===== config.mk =====
export PLATFORM = sky130hd
export DESIGN_NAME = universal_register_r
export DESIGN_NICKNAME = d
export VERILOG_FILES = /design/src/rtl/universal_register_r_pkg.sv /design/src/rtl/universal_register_r_register_r.sv /design/src/rtl/universal_register_r.sv
export SDC_FILE = /design/constraint.sdc
export NUM_CORES = 1
export LEC_CHECK = 0
export ABC_AREA = 1
export CORE_MARGIN = 10
export CORE_UTILIZATION = 40
export CTS_CLUSTER_DIAMETER = 50
export DETAILED_ROUTE_END_ITERATION = 10
export PLACE_DENSITY = 0.75
export SLEW_MARGIN = 15
export SYNTH_ARGS = -nofsm -noshare
export SYNTH_HDL_FRONTEND = slang
export SYNTH_SLANG_ARGS = --single-unit

===== constraint.sdc =====
create_clock -name clk -period 2.14 [get_ports clk]
set_input_delay 0.642 -clock clk [delete_from_list [all_inputs] [get_ports clk]]
set_output_delay 0.642 -clock clk [all_outputs]
set_load 0.02 [all_outputs]

===== src/rtl/universal_register_r_pkg.sv =====
// Shared mode encodings for the universal register family.
package universal_register_r_pkg;

    localparam logic [2:0] MODE_HOLD = 3'b000;
    localparam logic [2:0] MODE_LOAD = 3'b001;
    localparam logic [2:0] MODE_SHL  = 3'b010;
    localparam logic [2:0] MODE_SHR  = 3'b011;
    localparam logic [2:0] MODE_UP   = 3'b100;
    localparam logic [2:0] MODE_DOWN = 3'b101;
    localparam logic [2:0] MODE_ROL  = 3'b110;
    localparam logic [2:0] MODE_ROR  = 3'b111;

endpackage


===== src/rtl/universal_register_r_register_r.sv =====
// Plain WIDTH-bit D register with synchronous active-high reset to RESET_VAL.
module register_r #(
    parameter int                 WIDTH     = 8,
    parameter logic [WIDTH-1:0]   RESET_VAL = '0
) (
    input  logic             clk,
    input  logic             reset,
    input  logic [WIDTH-1:0] d,
    output logic [WIDTH-1:0] q
);

    logic [WIDTH-1:0] data_q;

    always_ff @(posedge clk) begin
        if (reset) data_q <= RESET_VAL;
        else       data_q <= d;
    end

    assign q = data_q;

endmodule


===== src/rtl/universal_register_r.sv =====
// WIDTH-bit register with load, shift, rotate and up/down count, plus
// registered serial-out and combinational terminal count for cascading.
module universal_register_r
    import universal_register_r_pkg::*;
#(
    parameter int               WIDTH     = 8,
    parameter logic [WIDTH-1:0] RESET_VAL = '0
) (
    input  logic             clk,
    input  logic             reset,
    input  logic             en,
    input  logic [2:0]       mode,
    input  logic [WIDTH-1:0] d,
    input  logic             ser_in,
    output logic [WIDTH-1:0] q,
    output logic             ser_out,
    output logic             tc
);

    logic [WIDTH-1:0] q_d;
    logic             ser_out_d;

    always_comb begin
        q_d       = q;
        ser_out_d = ser_out;
        if (en) begin
            unique case (mode)
                MODE_HOLD: ;
                MODE_LOAD: q_d = d;
                MODE_SHL: begin
                    q_d       = {q[WIDTH-2:0], ser_in};
                    ser_out_d = q[WIDTH-1];
                end
                MODE_SHR: begin
                    q_d       = {ser_in, q[WIDTH-1:1]};
                    ser_out_d = q[0];
                end
                MODE_UP:   q_d = q + 1'b1;
                MODE_DOWN: q_d = q - 1'b1;
                MODE_ROL: begin
                    q_d       = {q[WIDTH-2:0], q[WIDTH-1]};
                    ser_out_d = q[WIDTH-1];
                end
                MODE_ROR: begin
                    q_d       = {q[0], q[WIDTH-1:1]};
                    ser_out_d = q[0];
                end
                default: ;
            endcase
        end
    end

    // tc flags the state just before the wrapping edge so an upper stage can enable on it
    assign tc = en & (((mode == MODE_UP)   & (q == {WIDTH{1'b1}})) |
                      ((mode == MODE_DOWN) & (q == {WIDTH{1'b0}})));

    register_r #(.WIDTH(WIDTH), .RESET_VAL(RESET_VAL)) u_q_reg (
        .clk   (clk),
        .reset (reset),
        .d     (q_d),
        .q     (q)
    );

    register_r #(.WIDTH(1), .RESET_VAL(1'b0)) u_ser_out_reg (
        .clk   (clk),
        .reset (reset),
        .d     (ser_out_d),
        .q     (ser_out)
    );

endmodule


==> impl_metrics.xml <==
<?xml version="1.0" encoding="UTF-8"?>
<metrics>
  <group name="finish">
    <metric name="seq_area" unit="um^2">181.4</metric>
    <metric name="nNetsFinal" unit="">255</metric>
    <metric name="area.growth.synth_to_final" unit="%">65.53</metric>
    <metric name="fillers" unit="">189</metric>
    <metric name="layout.cell_area.non_filler" unit="mm^2">0.001754</metric>
    <metric name="multi_input_comb_area" unit="um^2">827.0</metric>
    <metric name="n_antenna_cell" unit="">0</metric>
    <metric name="layout_cells_sized_above_1" unit="">0.3739</metric>
  </group>
  <group name="drt">
    <metric name="route.met2.wl" unit="mm">1.996</metric>
    <metric name="drt_iter0_drcs" unit="">83</metric>
    <metric name="drtAntennaViolNets" unit="">0</metric>
    <metric name="detail_route.wl_per_cell" unit="um">15.21</metric>
    <metric name="dr.pass1.iters" unit="">4</metric>
    <metric name="maxUsedRoutingLayer" unit="">met4</metric>
    <metric name="route.vias.total" unit="">1465</metric>
    <metric name="finalWirelength" unit="mm">4.076</metric>
    <metric name="average_vias_per_placed_instance" unit="">5.466</metric>
    <metric name="detail_route.wirelength.met1" unit="mm">1.668</metric>
    <metric name="detailroute.wirelength.met3" unit="um">277</metric>
    <metric name="drc_errors" unit="">0</metric>
  </group>
  <group name="floorplanning">
    <metric name="core_region_area" unit="mm^2">0.002500</metric>
    <metric name="die_area" unit="mm^2">0.005108</metric>
    <metric name="floorplan.rows" unit="">18</metric>
    <metric name="fp.dieW" unit="um">71.47</metric>
    <metric name="ios" unit="">25</metric>
    <metric name="die-height" unit="um">71.47</metric>
    <metric name="start_util" unit="">0.4239</metric>
  </group>
  <group name="synthesis">
    <metric name="yosys.area.top_type_share" unit="">0.1700</metric>
    <metric name="netlist.top_cell.by_area" unit="">sky130_fd_sc_hd__dfxtp_1</metric>
    <metric name="synth_warnings" unit="">0</metric>
    <metric name="synth_flop_cell" unit="">sky130_fd_sc_hd__dfxtp_1</metric>
    <metric name="synth_most_common_cell" unit="">sky130_fd_sc_hd__nand2_1</metric>
    <metric name="register_area_share_after_synthesis" unit="">0.1700</metric>
    <metric name="postSynthRegisterBits" unit="">9</metric>
    <metric name="async_reset_ff_frac" unit="">0</metric>
    <metric name="mappedNetlistArea" unit="mm^2">0.001060</metric>
    <metric name="synth.area.top_cells" unit="">sky130_fd_sc_hd__dfxtp_1, sky130_fd_sc_hd__nand2_1, sky130_fd_sc_hd__inv_1</metric>
    <metric name="number_of_enable_type_register_cells_in_the_synthesized_netlist" unit="">0</metric>
    <metric name="synthesis.nets" unit="">186</metric>
    <metric name="synthCells" unit="">170</metric>
    <metric name="synth_area_per_cell" unit="um^2">6.234</metric>
    <metric name="synthTopCellsByCount" unit="">sky130_fd_sc_hd__nand2_1, sky130_fd_sc_hd__inv_1, sky130_fd_sc_hd__nand3_1</metric>
    <metric name="post_synth_num_cell_types" unit="">35</metric>
  </group>
  <group name="pwr">
    <metric name="seqPwrFrac" unit="">0.277</metric>
    <metric name="power_leakage" unit="nW">0.8253</metric>
    <metric name="combPwrFrac" unit="">0.523</metric>
    <metric name="p_per_area" unit="mW/mm^2">392.2</metric>
    <metric name="power_dissipated_by_switching_net_loads" unit="W">0.0002659</metric>
    <metric name="clockPowerShare" unit="">0.201</metric>
    <metric name="vdd_drop_max" unit="mV">0.4984</metric>
    <metric name="p_int" unit="W">0.0004222</metric>
    <metric name="switching_share" unit="">0.3864</metric>
  </group>
  <group name="setup_path">
    <metric name="critPathMaxStageDelay" unit="ns">0.34</metric>
    <metric name="setup.worst_path.class" unit="">register to output pin</metric>
    <metric name="cp_slowest_cell" unit="">sky130_fd_sc_hd__dfxtp_2</metric>
    <metric name="startpoint_type" unit="">register</metric>
    <metric name="cp_cell_sequence" unit="">nor2_2, nand3_2, nor4_4, nand3_2, a21oi_4, buf_6</metric>
    <metric name="worst_path_required" unit="ns">1.50</metric>
    <metric name="worst-endpoint-arrival" unit="ns">1.50</metric>
    <metric name="path_common_cell" unit="">sky130_fd_sc_hd__nand3_2</metric>
    <metric name="cp_max_fo" unit="">4</metric>
    <metric name="timing.critical_path.to_type" unit="">output pin</metric>
  </group>
  <group name="global_routing">
    <metric name="via_count_of_the_first_global_routing_pass" unit="">1495</metric>
    <metric name="grt_usage" unit="">0.1494</metric>
    <metric name="grt_max_degree" unit="">14</metric>
    <metric name="grt_antenna_before_repair" unit="">0</metric>
    <metric name="grt.overflow.total" unit="">0</metric>
    <metric name="global_route_wire_length_before_repair" unit="mm">6.541</metric>
  </group>
  <group name="clock_tree">
    <metric name="clock_tree.buffer_depth" unit="">2</metric>
    <metric name="tritoncts" unit="">yes</metric>
    <metric name="clk-insertion-delay-late" unit="ns">0.27</metric>
    <metric name="cts_num_sinks" unit="">9</metric>
    <metric name="clockRootBuffer" unit="">sky130_fd_sc_hd__clkbuf_4</metric>
    <metric name="numCtsBuffers" unit="">3</metric>
    <metric name="ctsHtreeMaxLevel" unit="">1</metric>
    <metric name="clkTransAtPathRegs" unit="ns">0.07</metric>
  </group>
  <group name="job">
    <metric name="max-cap-violations" unit="">0</metric>
  </group>
  <group name="worst_hold_path">
    <metric name="timing.hold.worst.class" unit="">register to register</metric>
  </group>
  <group name="timing">
    <metric name="finClkSkew" unit="ns">0.002107</metric>
    <metric name="layout_setup_ws" unit="ns">-0.005898</metric>
    <metric name="rsz_0062_raised_after_global_routing" unit="">yes</metric>
    <metric name="fin_crit" unit="ns">2.146</metric>
    <metric name="timing.fmax" unit="MHz">466.0</metric>
    <metric name="slew-limit-headroom" unit="">0.6884</metric>
    <metric name="setup_total_negative_slack" unit="ns">-0.005898</metric>
    <metric name="drv_slew" unit="">0</metric>
    <metric name="finalCritPeriodShare" unit="">1.003</metric>
    <metric name="worstMarginPinSlew" unit="ns">0.4659</metric>
    <metric name="setup_viol" unit="">1</metric>
    <metric name="finalHoldViolations" unit="">0</metric>
  </group>
  <group name="status">
    <metric name="failed_checks" unit="">negative setup slack</metric>
    <metric name="outcome" unit="">finished, violations left</metric>
  </group>
  <group name="placement">
    <metric name="io_buffer_count" unit="">24</metric>
    <metric name="place_area" unit="mm^2">0.001618</metric>
    <metric name="gpl.final_weighted_congestion" unit="">0.9533</metric>
    <metric name="hpwlAfterDp" unit="mm">3.136</metric>
  </group>
</metrics>
[kinds of logic after synthesis]
family          after synthesis  synth area share
buf+inv                      30            0.1287
compound gates               39            0.2491
fa+ha+maj                     1           0.01180
xor+xnor                      2           0.01653
simple gates                 89            0.4238
flops                         9            0.1700
[flip-flops by register name, indices dropped and copies added (netlist names)]
signal           flops
u_q_reg.q            8
u_ser_out_reg.q      1
[per-layer routing]
metal  vias up  GRT usage
met3        18    0.03168
met1       667     0.1612
met4         0    0.07527
li1        709          -
met5         -          0
met2        71     0.2667
[metrics by stage]
stage          worst slack [ns]  utilization   power, W  hold slack [ns]  instances
6_report              -0.005898       0.7017  0.0006881           0.4694        268
5_1_grt                -0.05725       0.7017  0.0007195           0.4936        268
4_1_cts                -0.02598       0.6687  0.0006582           0.4681        265
3_5_place_dp            -0.8936       0.6471  0.0005162           0.4557        261
3_3_place_gp            -0.8623       0.6471  0.0005062           0.4550        261
2_1_floorplan          0.008834            -  0.0003561           0.5403        170
[cell usage in the layout (no fill, tap or decap), types with 3 or more instances in the layout]
cell                              count
sky130_fd_sc_hd__a21oi_1              8
sky130_fd_sc_hd__a21oi_2              6
sky130_fd_sc_hd__a221oi_1             4
sky130_fd_sc_hd__buf_4               43
sky130_fd_sc_hd__buf_6                4
sky130_fd_sc_hd__clkbuf_4             3
sky130_fd_sc_hd__clkdlybuf4s50_1     19
sky130_fd_sc_hd__dfxtp_1              8
sky130_fd_sc_hd__inv_1               18
sky130_fd_sc_hd__inv_2                6
sky130_fd_sc_hd__nand2_1             43
sky130_fd_sc_hd__nand2_2              4
sky130_fd_sc_hd__nand3_1             11
sky130_fd_sc_hd__nand3_2              3
sky130_fd_sc_hd__nor2_1              11
sky130_fd_sc_hd__nor2_2               3
sky130_fd_sc_hd__o21ai_0             11
[final timing paths]
kind,start,end,slack [ns],depth (start not counted)
setup reg to reg,u_q_reg.q[1]$_SDFFE_PP0P_,u_q_reg.q[6]$_SDFFE_PP0P_,0.30,17
hold reg to reg,u_ser_out_reg.q$_SDFFE_PP0P_,u_ser_out_reg.q$_SDFFE_PP0P_,0.47,2
hold / removal,u_ser_out_reg.q$_SDFFE_PP0P_,u_ser_out_reg.q$_SDFFE_PP0P_,0.47,2
setup / recovery,u_q_reg.q[4]$_SDFFE_PP0P_,tc,-0.006,6
[worst max-delay path: cells and delay by family, from the launching register on]
family,cells,cell delay (ns)
AOI/OAI and AO/OA,1,0.16
buffers and inverters,1,0.13
DFF,1,0.34
and+or+nand+nor,4,0.60
[power groups by stage]
stage               clock (W)  combinational (W)  sequential, W
global route         0.000141           0.000387       0.000191
global placement            0           0.000316       0.000190
floorplan                   0           0.000147       0.000210
finish               0.000138           0.000360       0.000190
detailed placement          0           0.000325       0.000191
CTS                  0.000138           0.000332       0.000188
[timing repair]
| item | CTS | global route |
|---|---|---|
| setup endpoints to repair | 8 | 8 |
| cloned | 0 | 0 |
| hold buffers | 0 | 0 |
| pin swaps | 1 | 4 |
| resized for setup | 18 | 23 |
| endpoints found under the hold margin | 0 | 0 |
| buffers inserted | 0 | 3 |
[area by class of cell]
| type | count | share of cell area |
|---|---|---|
| multi-input combinational | 131 | 0.4715 |
| timing repair buffer | 69 | 0.3310 |
| inverter | 25 | 0.05777 |
| tap | 30 | 0.02140 |
| clock buffer | 4 | 0.01498 |
| sequential | 9 | 0.1034 |
No activity file was read; power rests on OpenSTA's default activity.
